===== config.mk =====
export PLATFORM = sky130hd
export DESIGN_NAME = remote_comm
export DESIGN_NICKNAME = d
export VERILOG_FILES = /design/src/rtl/remote_comm_pkg.sv /design/src/rtl/remote_comm_uart.sv /design/src/rtl/remote_comm.sv
export SDC_FILE = /design/constraint.sdc
export NUM_CORES = 1
export LEC_CHECK = 0
export BUFFER_PORTS_ARGS = -buffer_cell sky130_fd_sc_hd__buf_2
export CAP_MARGIN = 0
export CELL_PAD_IN_SITES_DETAIL_PLACEMENT = 0
export CELL_PAD_IN_SITES_GLOBAL_PLACEMENT = 1
export CORE_ASPECT_RATIO = 1.1
export CORE_MARGIN = 3
export CORE_UTILIZATION = 48
export DETAILED_ROUTE_END_ITERATION = 16
export PLACE_DENSITY_LB_ADDON = 0.1
export SETUP_SLACK_MARGIN = 0.5
export SYNTH_ARGS = -nofsm -noshare
export SYNTH_HDL_FRONTEND = slang
export SYNTH_HIERARCHICAL = 1
export SYNTH_SLANG_ARGS = --single-unit
export TNS_END_PERCENT = 20

===== constraint.sdc =====
create_clock -name clk -period 3.11 [get_ports clk]
set_clock_uncertainty 0.15 [all_clocks]
set_input_delay 0.311 -clock clk [delete_from_list [all_inputs] [get_ports clk]]
set_output_delay 0.311 -clock clk [all_outputs]
set_load 0.05 [all_outputs]

===== src/rtl/remote_comm_pkg.sv =====
`default_nettype none
// ============================================================================
// Module      : remote_comm_pkg
// Description : Shared types and constants for the host-side command sender
//               (remote_comm) and its UART transceiver.
// Revision    : 1.0 - initial release
// ============================================================================
package remote_comm_pkg;

  // Command/response sequencer states
  typedef enum logic [1:0] {
    IDLE      = 2'd0,
    TX_HI     = 2'd1,
    TX_LO     = 2'd2,
    WAIT_RESP = 2'd3
  } rc_state_t;

  // Response codes the robot is known to return
  localparam logic [7:0] RESP_ACK     = 8'hA5;
  localparam logic [7:0] RESP_POS_ACK = 8'h5A;

  // Default response window in clk cycles
  localparam int DEF_TIMEOUT = 1_000_000;

  // Default clocks per serial bit (50 MHz / 19200 baud)
  localparam int DEF_BAUD_DIV = 2604;

endpackage : remote_comm_pkg
`default_nettype wire


===== src/rtl/remote_comm_uart.sv =====
`default_nettype none
// ============================================================================
// Module      : remote_comm_uart
// Description : 8N1 UART transceiver. The transmitter sends one byte per
//               trmt pulse and raises tx_done at the end of the stop bit
//               (cleared by the next trmt). The receiver oversamples at bit
//               centres and holds rx_rdy until clr_rx_rdy.
// Revision    : 1.0 - initial release
// ============================================================================
module remote_comm_uart #(
  parameter int BAUD_DIV = 2604   // clk cycles per bit, must be >= 4
) (
  input  logic       clk,
  input  logic       rst_n,
  // transmit side
  input  logic       trmt_i,
  input  logic [7:0] tx_data_i,
  output logic       tx_o,
  output logic       tx_done_o,
  // receive side
  input  logic       rx_i,
  input  logic       clr_rx_rdy_i,
  output logic [7:0] rx_data_o,
  output logic       rx_rdy_o
);

  localparam int CW = $clog2(BAUD_DIV);
  localparam logic [CW-1:0] BIT_LAST  = CW'(BAUD_DIV - 1);
  localparam logic [CW-1:0] HALF_LAST = CW'(BAUD_DIV / 2 - 1);

  // ---------------------------------------------------------------- transmit
  logic [9:0]    tx_shift_q;   // {stop, data[7:0], start}, LSB on the wire
  logic [CW-1:0] tx_baud_q;
  logic [3:0]    tx_bits_q;
  logic          tx_busy_q;
  logic          tx_done_q;

  // Frame shifter: an all-ones shift register keeps the line idle-high, and a
  // reset mid-frame simply reloads ones, aborting the frame with TX=1.
  always_ff @(posedge clk or negedge rst_n) begin
    if (!rst_n) begin
      tx_shift_q <= '1;
      tx_baud_q  <= '0;
      tx_bits_q  <= '0;
      tx_busy_q  <= 1'b0;
      tx_done_q  <= 1'b0;
    end else if (trmt_i) begin
      tx_shift_q <= {1'b1, tx_data_i, 1'b0};
      tx_baud_q  <= '0;
      tx_bits_q  <= '0;
      tx_busy_q  <= 1'b1;
      tx_done_q  <= 1'b0;
    end else if (tx_busy_q) begin
      if (tx_baud_q == BIT_LAST) begin
        tx_baud_q <= '0;
        if (tx_bits_q == 4'd9) begin
          tx_busy_q  <= 1'b0;
          tx_done_q  <= 1'b1;
          tx_shift_q <= '1;
        end else begin
          tx_bits_q  <= tx_bits_q + 4'd1;
          tx_shift_q <= {1'b1, tx_shift_q[9:1]};
        end
      end else begin
        tx_baud_q <= tx_baud_q + CW'(1);
      end
    end
  end

  assign tx_o      = tx_shift_q[0];
  assign tx_done_o = tx_done_q;

  // ----------------------------------------------------------------- receive
  logic          rx_meta_q, rx_sync_q;
  logic [CW-1:0] rx_cnt_q;
  logic [3:0]    rx_bits_q;   // 0 = start, 1..8 = data, 9 = stop
  logic          rx_busy_q;
  logic [7:0]    rx_shift_q;
  logic          rx_rdy_q;

  // Two-flop synchroniser; idles high so reset does not look like a start bit
  always_ff @(posedge clk or negedge rst_n) begin
    if (!rst_n) begin
      rx_meta_q <= 1'b1;
      rx_sync_q <= 1'b1;
    end else begin
      rx_meta_q <= rx_i;
      rx_sync_q <= rx_meta_q;
    end
  end

  // Receiver: half a bit to the start-bit centre, then whole bits to each
  // data centre; a high start sample is treated as noise and ignored.
  always_ff @(posedge clk or negedge rst_n) begin
    if (!rst_n) begin
      rx_cnt_q   <= '0;
      rx_bits_q  <= '0;
      rx_busy_q  <= 1'b0;
      rx_shift_q <= '0;
      rx_rdy_q   <= 1'b0;
    end else begin
      if (clr_rx_rdy_i) begin
        rx_rdy_q <= 1'b0;
      end
      if (!rx_busy_q) begin
        if (!rx_sync_q) begin
          rx_busy_q <= 1'b1;
          rx_cnt_q  <= HALF_LAST;
          rx_bits_q <= '0;
        end
      end else if (rx_cnt_q != '0) begin
        rx_cnt_q <= rx_cnt_q - CW'(1);
      end else begin
        rx_cnt_q <= BIT_LAST;
        if (rx_bits_q == 4'd0) begin
          if (rx_sync_q) begin
            rx_busy_q <= 1'b0;
          end else begin
            rx_bits_q <= 4'd1;
          end
        end else if (rx_bits_q == 4'd9) begin
          rx_busy_q <= 1'b0;
          if (rx_sync_q) begin
            rx_rdy_q <= 1'b1;   // a completed frame outranks a same-cycle clear
          end
        end else begin
          rx_shift_q <= {rx_sync_q, rx_shift_q[7:1]};
          rx_bits_q  <= rx_bits_q + 4'd1;
        end
      end
    end
  end

  assign rx_data_o = rx_shift_q;
  assign rx_rdy_o  = rx_rdy_q;

endmodule : remote_comm_uart
`default_nettype wire


===== src/rtl/remote_comm.sv =====
`default_nettype none
// ============================================================================
// Module      : remote_comm
// Description : Host-side command sender. Serialises a 16-bit command as two
//               UART bytes (high byte first), then waits for a one-byte
//               response from the robot, capturing it or flagging a timeout.
// Revision    : 1.0 - initial release
// ============================================================================
module remote_comm
  import remote_comm_pkg::*;
#(
  parameter int TIMEOUT_CYCLES = DEF_TIMEOUT,   // must be >= 2
  parameter int BAUD_DIV       = DEF_BAUD_DIV,  // clk cycles per bit
  localparam int TO_W          = $clog2(TIMEOUT_CYCLES + 1)
) (
  input  logic        clk,
  input  logic        rst_n,
  input  logic        snd_cmd_i,
  input  logic [15:0] cmd_i,
  input  logic        rx_i,
  output logic        tx_o,
  output logic        busy_o,
  output logic        cmd_snt_o,
  output logic [7:0]  resp_o,
  output logic        resp_rdy_o,
  output logic        resp_timeout_o
);

  localparam logic [TO_W-1:0] TO_LAST = TO_W'(TIMEOUT_CYCLES - 1);

  rc_state_t       state_q;
  logic [7:0]      cmd_lo_q;
  logic [TO_W-1:0] to_cnt_q;
  logic            busy_q;
  logic            cmd_snt_q;
  logic [7:0]      resp_q;
  logic            resp_rdy_q;
  logic            resp_timeout_q;

  logic            trmt;
  logic [7:0]      tx_data;
  logic            tx_done;
  logic            clr_rx_rdy;
  logic [7:0]      rx_data;
  logic            rx_rdy;

  remote_comm_uart #(
    .BAUD_DIV (BAUD_DIV)
  ) u_uart (
    .clk          (clk),
    .rst_n        (rst_n),
    .trmt_i       (trmt),
    .tx_data_i    (tx_data),
    .tx_o         (tx_o),
    .tx_done_o    (tx_done),
    .rx_i         (rx_i),
    .clr_rx_rdy_i (clr_rx_rdy),
    .rx_data_o    (rx_data),
    .rx_rdy_o     (rx_rdy)
  );

  // UART strobes: the high byte goes straight from cmd_i in the accept cycle,
  // the low byte from the latch. Every received byte is acknowledged at once;
  // only WAIT_RESP keeps it, so bytes arriving in any other state are dropped.
  always_comb begin
    trmt       = 1'b0;
    tx_data    = cmd_i[15:8];
    clr_rx_rdy = rx_rdy;
    case (state_q)
      IDLE:    trmt = snd_cmd_i;
      TX_HI: begin
        trmt    = tx_done;
        tx_data = cmd_lo_q;
      end
      default: ;
    endcase
  end

  // Sequencer with its registered status flags and response window counter
  always_ff @(posedge clk or negedge rst_n) begin
    if (!rst_n) begin
      state_q        <= IDLE;
      cmd_lo_q       <= '0;
      to_cnt_q       <= '0;
      busy_q         <= 1'b0;
      cmd_snt_q      <= 1'b0;
      resp_q         <= '0;
      resp_rdy_q     <= 1'b0;
      resp_timeout_q <= 1'b0;
    end else begin
      case (state_q)
        IDLE: begin
          if (snd_cmd_i) begin
            cmd_lo_q       <= cmd_i[7:0];
            cmd_snt_q      <= 1'b0;
            resp_rdy_q     <= 1'b0;
            resp_timeout_q <= 1'b0;
            busy_q         <= 1'b1;
            state_q        <= TX_HI;
          end
        end
        TX_HI: begin
          if (tx_done) begin
            state_q <= TX_LO;
          end
        end
        TX_LO: begin
          if (tx_done) begin
            cmd_snt_q <= 1'b1;
            to_cnt_q  <= '0;
            state_q   <= WAIT_RESP;
          end
        end
        WAIT_RESP: begin
          // A byte landing on the terminal count still counts as a response
          if (rx_rdy) begin
            resp_q     <= rx_data;
            resp_rdy_q <= 1'b1;
            busy_q     <= 1'b0;
            state_q    <= IDLE;
          end else if (to_cnt_q == TO_LAST) begin
            resp_timeout_q <= 1'b1;
            busy_q         <= 1'b0;
            state_q        <= IDLE;
          end else begin
            to_cnt_q <= to_cnt_q + TO_W'(1);
          end
        end
        default: begin
          busy_q  <= 1'b0;
          state_q <= IDLE;
        end
      endcase
    end
  end

  assign busy_o         = busy_q;
  assign cmd_snt_o      = cmd_snt_q;
  assign resp_o         = resp_q;
  assign resp_rdy_o     = resp_rdy_q;
  assign resp_timeout_o = resp_timeout_q;

endmodule : remote_comm
`default_nettype wire

==> results.yml, run 1 <==
outcome:
  run_status: "finished, final reports clean"
yosys:
  synth_edf_count: 0
  synth_nets: 542
  netlist_top_cells_area: "dfrtp_1 42%, mux2_2 7.3%, dfstp_2 5.6%, nor3_1 3.5%, ha_1 3.2%"
  synth-async-reset-ratio_pct: 100
  synth-seq-cells: 97
  syn_area_per_cell_sq_um: 10.1
  synthesis.area_sq_um: 5120
  synth_top_area_cell: "dfrtp_1"
  synth_cell_types: 60
  yosysWarnings: 6
  netlist.area_leader.share_pct: 42.0
  synthFlopType: "dfrtp_1"
  ys_seq_area_share_pct: 47.6
  syn_inst: 509
cts:
  cts_setup_buffers: 0
  cts_root_buffer: "clkbuf_8"
  cts_buffers: 9
  htree_levels: 3
  cts_buffer_depth: 2
  clock_latency_ns: 0.36
  cts.reportedPaths.clkPinSlew_ns: 0.09
  cts_tree: "done"
  clkSinkCount: 97
floorplanning:
  core_sq_um: 10100
  die_y_microns: 114
  fp.dieW_microns: 105
  initial_utilization_pct: 50.6
  ios: 33
  dieArea_sq_um: 12000
  row_count: 38
setup_path:
  slowest_stage: "or4_1"
  critPathKind: "reg -> reg"
  end_kind: "flip-flop"
  cpPeakStageDelay_ns: 0.53
  crit_chain: "inv_1, ha_1, or4b_4, or4_4, or4_1, nand3_1"
  critPathBufInv: 1
  crit_fanout: 8
  startpoint_type: "flip-flop"
  cp_num_cells: 6
  cp_top_family: "simple AND/OR/NAND/NOR gates"
  arrival_ns: 2.62
  ff2ff_path_depth: 6
  worstPathRequired_ns: 3.26
detailed_routing:
  wl_per_cell_microns: 15.0
  num_vias: 3902
  first_iter_violations: 197
  routed_wirelength_microns: 10300
  drc: 0
  antenna_left: 0
  vias_per_cell: 5.67
  drt-pass1-iter-count: 4
power_and_ir_drop:
  p_leak_nw: 2.56
  power_mw: 2.25
  powerDensity_nw_per_um2: 394
  max-vdd-ir-drop_uv: 254
timing:
  finalMaxSlewViolations: 0
  timing.fmax_ghz: 0.403
  rsz0062_at_grt: "yes"
  layout_min_cycle_time_ns: 2.48
  hold_violations: 0
  min_period_over_period_pct: 79.7
  setup_tns_ns: 0
  timing.slew.headroom_pct: 46.3
  hold_ws_ns: 0.0349
  tightest_slew_ns: 0.795
  setup_viol: 0
global_route:
  grt_max_degree: 53
  antenna_found_initial: 0
  grt_first_pass_wirelength_microns: 17700
  grt.overflow.total: 0
  grt_pass1_vias: 3742
  track_usage_pct: 18.0
cells_and_area:
  drive_above_1_share_pct: 20.8
  area_growth_pct: 11.8
  antenna_cells: 0
  final_nets: 576
  utilization_pct: 56.6
flow_run:
  max_cap_viol_count: 0
worst_hold_path:
  hold_class: "in -> reg"
  hold_depth: 2
placement:
  numPortBuffers: 32
  gp_congestion: 0.830
  dp_hpwl_microns: 7240
-- registers in the layout, summed over array words and instances, names as in the netlist, 2 cells and up --
register and cells:
cmd_lo_q 8, resp_o 8, state_q 2, to_cnt_q 20, u_uart/rx_bits_q 4, u_uart/rx_cnt_q 12
u_uart/rx_data_o 8, u_uart/tx_baud_q 12, u_uart/tx_bits_q 4, u_uart/tx_shift_q 9
-- final timing paths --
path	startpoint	end	slack [ns]
worst max-delay path	u_uart/rx_cnt_q[0]	u_uart/rx_bits_q[3]	0.63
worst max register to register	u_uart/rx_cnt_q[0]	u_uart/rx_bits_q[3]	0.63
min in group asynchronous	rst_n	u_uart/rx_bits_q[2]	0.35
worst min register to register	u_uart/rx_meta_q	u_uart/rx_sync_q	0.21
max in group asynchronous	rst_n	to_cnt_q[4]	1.78
worst min-delay path	cmd_i[6]	cmd_lo_q[6]	0.03
-- Yosys cell counts (4+ instances only) --
| cell | count |
|---|---|
| dfrtp_1 | 86 |
| nor3_1 | 36 |
| nor2_1 | 34 |
| mux2_2 | 33 |
| nand2_1 | 33 |
| a21oi_1 | 28 |
| inv_1 | 22 |
| clkbuf_1 | 19 |
| nand3_1 | 17 |
| nand4_1 | 16 |
| o21ai_0 | 15 |
| ha_1 | 13 |
| a31oi_1 | 12 |
| dfstp_2 | 11 |
| xnor2_1 | 10 |
| or4_1 | 9 |
| nand2b_1 | 8 |
| a221oi_1 | 7 |
| xor2_1 | 7 |
| nor4_1 | 6 |
| o31ai_1 | 6 |
| or3_1 | 6 |
| mux2i_1 | 5 |
| nor3b_1 | 5 |
| a41o_1 | 4 |
| and2_1 | 4 |
| and3_1 | 4 |
| buf_2 | 4 |
-- area by class of cell --
type                    count  area (sq um)
fillers                   934          4400
multi-input cells         364          2490
flip-flops and latches     97          2440
repair buffers             49           308
well taps                 140           175
clock buffers              11           141
clock inverters             5          86.3
inverters                  22          82.6
-- kinds of logic after synthesis --
group                      count (synthesis)  synth area share (%)
AOI/OAI and AO/OA                         92                  11.7
buffers and inverters                     48                  3.76
adders and majority gates                 13                  3.17
DFF                                       97                  47.6
and+or+nand+nor                          202                  22.1
xor gates and xnor gates                  17                  2.91
muxes                                     40                  8.67
-- where the power goes --
| group | leakage [nW] | switching [mW] | total (mW) | internal (mW) |
|---|---|---|---|---|
| clock | 0.115 | 0.439 | 0.922 | 0.483 |
| combinational | 1.20 | 0.0347 | 0.0551 | 0.0204 |
| sequential | 1.25 | 0.00513 | 1.28 | 1.27 |
| total | 2.56 | 0.479 | 2.25 | 1.78 |
-- through the flow --
step / setup slack, ns / cells / cell area (sq um)
5_1_grt: 0.413 / 688 / 5730
3_3_place_gp: 0.580 / 670 / 5480
3_5_place_dp: 0.550 / 670 / 5480
2_1_floorplan: 0.667 / 509 / 5120
6_report: 0.632 / 688 / 5730
4_1_cts: 0.526 / 688 / 5720
-- per-layer routing --
| metal | track usage [%] | up-vias | wire [microns] |
|---|---|---|---|
| met5 | 0 | - | 0 |
| met4 | 5.85 | 0 | 53 |
| met3 | 2.48 | 6 | 274 |
| met2 | 30.6 | 51 | 5050 |
| met1 | 24.0 | 1897 | 4920 |
| li1 | - | 1948 | - |
-- cell usage in the layout, fill, tap and decap left out, drive strengths merged, types with 3 or more instances in the layout --
cell and count:
nand2b 8, xor2 7, o21ai 15, inv 24, nor3b 5, nor3 36
o211ai 3, mux2i 5, nor4 8, a41o 4, nand4 16, nand3 17
nor2 34, or4 9, dfstp 11, xnor2 10, clkbuf 11, o31ai 6
and3 4, o22ai 3, dfrtp 86, or4b 3, or3 7, a221oi 7
mux2 35, and4 3, a21oi 28, buf 47, or2 3, and2 4
nand4b 3, a31oi 12, ha 13, nand2 33
-- repair_timing --
action / 4_1_cts / 5_1_grt
endpoints found under the setup margin: 0 / 6
resized for setup: 0 / 1
hold buffers: 2 / 0
endpoints found under the hold margin: 35 / 0
Power figures use the tool's default switching activity.
==> run 2, diff against run 1 <==
==> constraint.sdc (replaced) <==
create_clock -name clk -period 2.35 [get_ports clk]
set_clock_uncertainty 0.15 [all_clocks]
set_input_delay 0.235 -clock clk [delete_from_list [all_inputs] [get_ports clk]]
set_output_delay 0.235 -clock clk [all_outputs]
set_load 0.05 [all_outputs]
==> results.yml, run 2 (synthesis gave the netlist of run 1 again) <==
setup_path:
  critPathKind: "reg -> reg"
  startpoint_type: "flip-flop"
  cpPeakStageDelay_ns: 0.48
  arrival_ns: 2.38
  ff2ff_path_depth: 7
  slowest_stage: "or4b_4"
  end_kind: "flip-flop"
  worstPathRequired_ns: 2.46
  crit_fanout: 4
  crit_chain: "inv_2, ha_1, or4b_4, nor4_4, o2111a_2, clkbuf_16, mux2_4"
cts:
  cts_buffer_depth: 2
  htree_levels: 3
  clkSinkCount: 97
  clock_latency_ns: 0.37
  cts_tree: "done"
  cts_root_buffer: "clkbuf_8"
  cts.reportedPaths.clkPinSlew_ns: 0.10
  cts_buffers: 9
floorplanning:
  die_y_microns: 114
  dieArea_sq_um: 12000
  ios: 33
  core_sq_um: 10100
  fp.dieW_microns: 105
  initial_utilization_pct: 50.6
  row_count: 38
detailed_routing:
  drc: 0
  wl_per_cell_microns: 15.9
  drt-pass1-iter-count: 4
  routed_wirelength_microns: 12000
  first_iter_violations: 195
  vias_per_cell: 5.64
  num_vias: 4250
  antenna_left: 0
outcome:
  run_status: "finished, final reports clean"
cells_and_area:
  largest_register_ffs: 20
  final_nets: 641
  fin_area_sq_um: 6640
  area_growth_pct: 29.5
  drive_above_1_share_pct: 36.1
  top_register: "to_cnt_q"
  final_common_cell: "dfrtp_1"
  top_regs: "to_cnt_q (20), u_uart/rx_cnt_q (12), u_uart/tx_baud_q (12)"
  fillers: 804
  antenna_cells: 0
  finalNonFillerCells: 753
  final_cell_mix: "82 x dfrtp_1, 61 x buf_4, 32 x buf_2, 31 x nor3_1"
power_and_ir_drop:
  powerDensity_nw_per_um2: 466
  power_mw: 3.09
  max-vdd-ir-drop_uv: 366
  p_leak_nw: 2.95
timing:
  tightest_slew_ns: 0.401
  hold_violations: 0
  min_period_over_period_pct: 96.3
  timing.fmax_ghz: 0.442
  setup_viol: 0
  finalMaxSlewViolations: 0
  layout_min_cycle_time_ns: 2.26
  timing.slew.headroom_pct: 73.3
  setup_tns_ns: 0
  rsz0062_at_grt: "yes"
worst_hold_path:
  hold_class: "in -> reg"
  hold_depth: 4
global_route:
  grt_max_degree: 45
  antenna_found_initial: 0
  grt.overflow.total: 0
  track_usage_pct: 20.0
  grt_pass1_vias: 4108
  grt_first_pass_wirelength_microns: 19500
placement:
  numPortBuffers: 32
  dpl_cell_area_sq_um: 5810
  dp_cells: 701
  dp_hpwl_microns: 7880
  gp_congestion: 0.869
flow_run:
  max_cap_viol_count: 0
## run 2: changes by cell type in the layout (fill, tap and decap cells not counted), sizes merged
cell | before | now
buf | 47 | 102
dlygate4sd3 | 2 | 10
clkinv | 1 | 3
and4 | 3 | 4
bufinv | 2 | 3
clkbuf | 11 | 10
inv | 24 | 23
## run 2: per-layer routing
metal  part of all wire, %  global-route usage [%]
met1                    47                    26.4
met3                   2.3                    2.65
met5                     0                       0
met2                    49                    33.5
met4                   1.6                    8.33
## run 2: cell type report
class | instances | area (sq um) | share of cell area [%]
clock inverter | 7 | 118 | 1.77
sequential | 97 | 2450 | 36.9
tap | 140 | 175 | 2.64
multi-input combinational | 365 | 2830 | 42.6
clock buffer | 9 | 124 | 1.87
timing repair buffer | 113 | 862 | 13.0
inverter | 22 | 87.6 | 1.32
## run 2: power breakdown
part	internal, mW	switching (mW)
Clock	0.709	0.602
Combinational	0.0387	0.0510
Sequential	1.68	0.00817
## run 2: worst max-delay path: cells and delay by family (launching register included)
kind	cells	cell delay, ns
buffers and inverters	2	0.22
flip-flops	1	0.40
multiplexers	1	0.29
adder cells (fa/ha/maj)	1	0.13
AO/OA/AOI/OAI	1	0.31
AND/OR/NAND/NOR	2	0.66
## run 2: what timing repair did
item | CTS | global route
pin swaps | 14 | 17
hold buffers | 10 | 0
gates cloned | 1 | 2
setup buffers | 6 | 17
endpoints found under the hold margin | 37 | 0
endpoints found under the setup margin | 70 | 75
gates resized for setup | 21 | 45
## run 2: through the flow
step | hold WS (ns) | worst slack, ns | utilization (%)
global placement | 0.0380 | 0.0555 | 57.4
finish | 0.0447 | 0.0871 | 65.5
CTS | 0.0337 | 0.0816 | 62.0
detailed placement | 0.0431 | 0.0337 | 57.4
floorplan | -0.211 | -0.0927 | -
global route | 0.0725 | 0.0422 | 65.5
## run 2: final timing paths
path	startpoint	end	slack [ns]
worst max register to register	u_uart/rx_cnt_q[0]	u_uart/rx_data_o[4]	0.09
min in group asynchronous	rst_n	to_cnt_q[16]	0.18
worst min register to register	u_uart/rx_meta_q	u_uart/rx_sync_q	0.21
worst max-delay path	u_uart/rx_cnt_q[0]	u_uart/rx_data_o[4]	0.09
worst min-delay path	cmd_i[15]	u_uart/tx_shift_q[8]	0.04
max in group asynchronous	rst_n	u_uart/rx_meta_q	1.13
==> run 3, diff against run 2 <==
--- a/config.mk
+++ b/config.mk
@@ -13,7 +13,7 @@
 export CORE_MARGIN = 3
 export CORE_UTILIZATION = 48
 export DETAILED_ROUTE_END_ITERATION = 16
-export PLACE_DENSITY_LB_ADDON = 0.1
+export PLACE_DENSITY = 0.81
 export SETUP_SLACK_MARGIN = 0.5
 export SYNTH_ARGS = -nofsm -noshare
 export SYNTH_HDL_FRONTEND = slang
==> results.yml, run 3 (synthesis gave the netlist of run 1 again) <==
outcome:
  run_status: "finished, final reports clean"
floorplanning:
  dieArea_sq_um: 12000
  initial_utilization_pct: 50.6
  ios: 33
  core_sq_um: 10100
  fp.dieW_microns: 105
  row_count: 38
  die_y_microns: 114
cts:
  clkSinkCount: 97
  cts.reportedPaths.clkPinSlew_ns: 0.10
  cts_buffer_depth: 2
  cts_root_buffer: "clkbuf_8"
  cts_buffers: 9
  clock_latency_ns: 0.39
  cts_tree: "done"
  htree_levels: 3
detailed_routing:
  drc: 0
  routed_wirelength_microns: 11600
  drt-pass1-iter-count: 5
  first_iter_violations: 257
  num_vias: 4273
  wl_per_cell_microns: 15.7
  antenna_left: 0
  vias_per_cell: 5.78
power_and_ir_drop:
  max-vdd-ir-drop_uv: 271
  clockPowerShare_pct: 39.4
  switching_power_mw: 0.658
  powerDensity_nw_per_um2: 457
  power_mw: 2.93
  combPwrFrac_pct: 2.9
  p_leak_nw: 2.84
  switching_share_pct: 22.4
  intPower_mw: 2.28
  sequentialPowerShare_pct: 57.7
setup_path:
  critPathKind: "reg -> reg"
  arrival_ns: 2.36
  ff2ff_path_depth: 7
  critPathBufInv: 2
  slowest_stage: "or4b_4"
  cp_num_cells: 7
  startpoint_type: "flip-flop"
  cp_top_family: "simple AND/OR/NAND/NOR gates"
  end_kind: "flip-flop"
  crit_fanout: 4
  worstPathRequired_ns: 2.48
  crit_chain: "inv_2, ha_4, or4b_4, nor4_4, o2111a_2, clkbuf_16, mux2_4"
  cpPeakStageDelay_ns: 0.48
global_route:
  antenna_found_initial: 0
  track_usage_pct: 20.4
  grt_max_degree: 98
  grt_pass1_vias: 4256
  grt_first_pass_wirelength_microns: 20000
  grt.overflow.total: 0
flow_run:
  max_cap_viol_count: 0
timing:
  hold_violations: 0
  min_period_over_period_pct: 94.7
  layout_min_cycle_time_ns: 2.23
  tightest_slew_ns: 0.505
  setup_slack_ns: 0.124
  rsz0062_at_grt: "yes"
  timing.fmax_ghz: 0.449
  setup_viol: 0
  timing.slew.headroom_pct: 66.3
  setup_tns_ns: 0
  finalMaxSlewViolations: 0
  hold_ws_ns: 0.0396
placement:
  gp_congestion: 0.834
  dpl_cell_area_sq_um: 5760
  post-place-ws_ns: 0.00824
  numPortBuffers: 32
  dp_hpwl_microns: 7560
  dp_cells: 694
cells_and_area:
  drive_above_1_share_pct: 32.7
  finalNonFillerCells: 739
  final_nets: 627
  top_register: "to_cnt_q"
  final_common_cell: "dfrtp_1"
  largest_register_ffs: 20
  antenna_cells: 0
  top_regs: "to_cnt_q (20), u_uart/rx_cnt_q (12), u_uart/tx_baud_q (12)"
  area_growth_pct: 25.2
  utilization_pct: 63.3
  fin_area_sq_um: 6410
  final_cell_mix: "83 x dfrtp_1, 50 x buf_4, 34 x nor3_1"
worst_hold_path:
  hold_class: "in -> reg"
  hold_depth: 4
## run 3: final cells by class
class | count | area, sq um
fill | 846 | 3710
multi-input combinational | 364 | 2730
sequential | 97 | 2440
timing repair buffer | 100 | 771
tap | 140 | 175
clock buffer | 11 | 151
inverter | 22 | 82.6
clock inverter | 5 | 63.8
## run 3: final timing paths
check,to,start,slack (ns)
worst min-delay path,u_uart/tx_shift_q[8],cmd_i[15],0.04
worst min register to register,u_uart/rx_sync_q,u_uart/rx_meta_q,0.21
worst max-delay path,u_uart/rx_data_o[2],u_uart/rx_cnt_q[0],0.12
max in group asynchronous,u_uart/tx_shift_q[0],rst_n,1.34
min in group asynchronous,to_cnt_q[9],rst_n,0.30
worst max register to register,u_uart/rx_data_o[2],u_uart/rx_cnt_q[0],0.12
## run 3: tightest hold or removal path: stages
cell and delay, ns:
buf_2 0.07, mux2_2 0.13, nand2_1 0.04, o21ai_0 0.06
## run 3: timing repair
| action | in CTS | in global routing |
|---|---|---|
| hold endpoints to repair | 95 | 0 |
| buffers inserted | 12 | 6 |
| resized for setup | 21 | 25 |
| hold buffers | 10 | 0 |
| pin swaps | 11 | 6 |
| endpoints found under the setup margin | 71 | 74 |
| gates cloned | 0 | 1 |
## run 3: routing by layer
metal	GRT usage [%]	vias up	part of all wire, %
met5	0	-	0
met4	10.2	0	2.5
met3	3.38	28	3.7
met2	33.9	101	48
met1	26.1	2096	46
li1	-	2048	-
## run 3: power groups by stage
| stage | logic [mW] | clock network (mW) | registers, mW |
|---|---|---|---|
| finish | 0.0843 | 1.16 | 1.69 |
| global placement | 0.0725 | 0 | 1.72 |
| CTS | 0.0871 | 1.20 | 1.69 |
| detailed placement | 0.0739 | 0 | 1.72 |
| floorplan | 0.0191 | 0 | 1.72 |
| global route | 0.0967 | 1.26 | 1.69 |
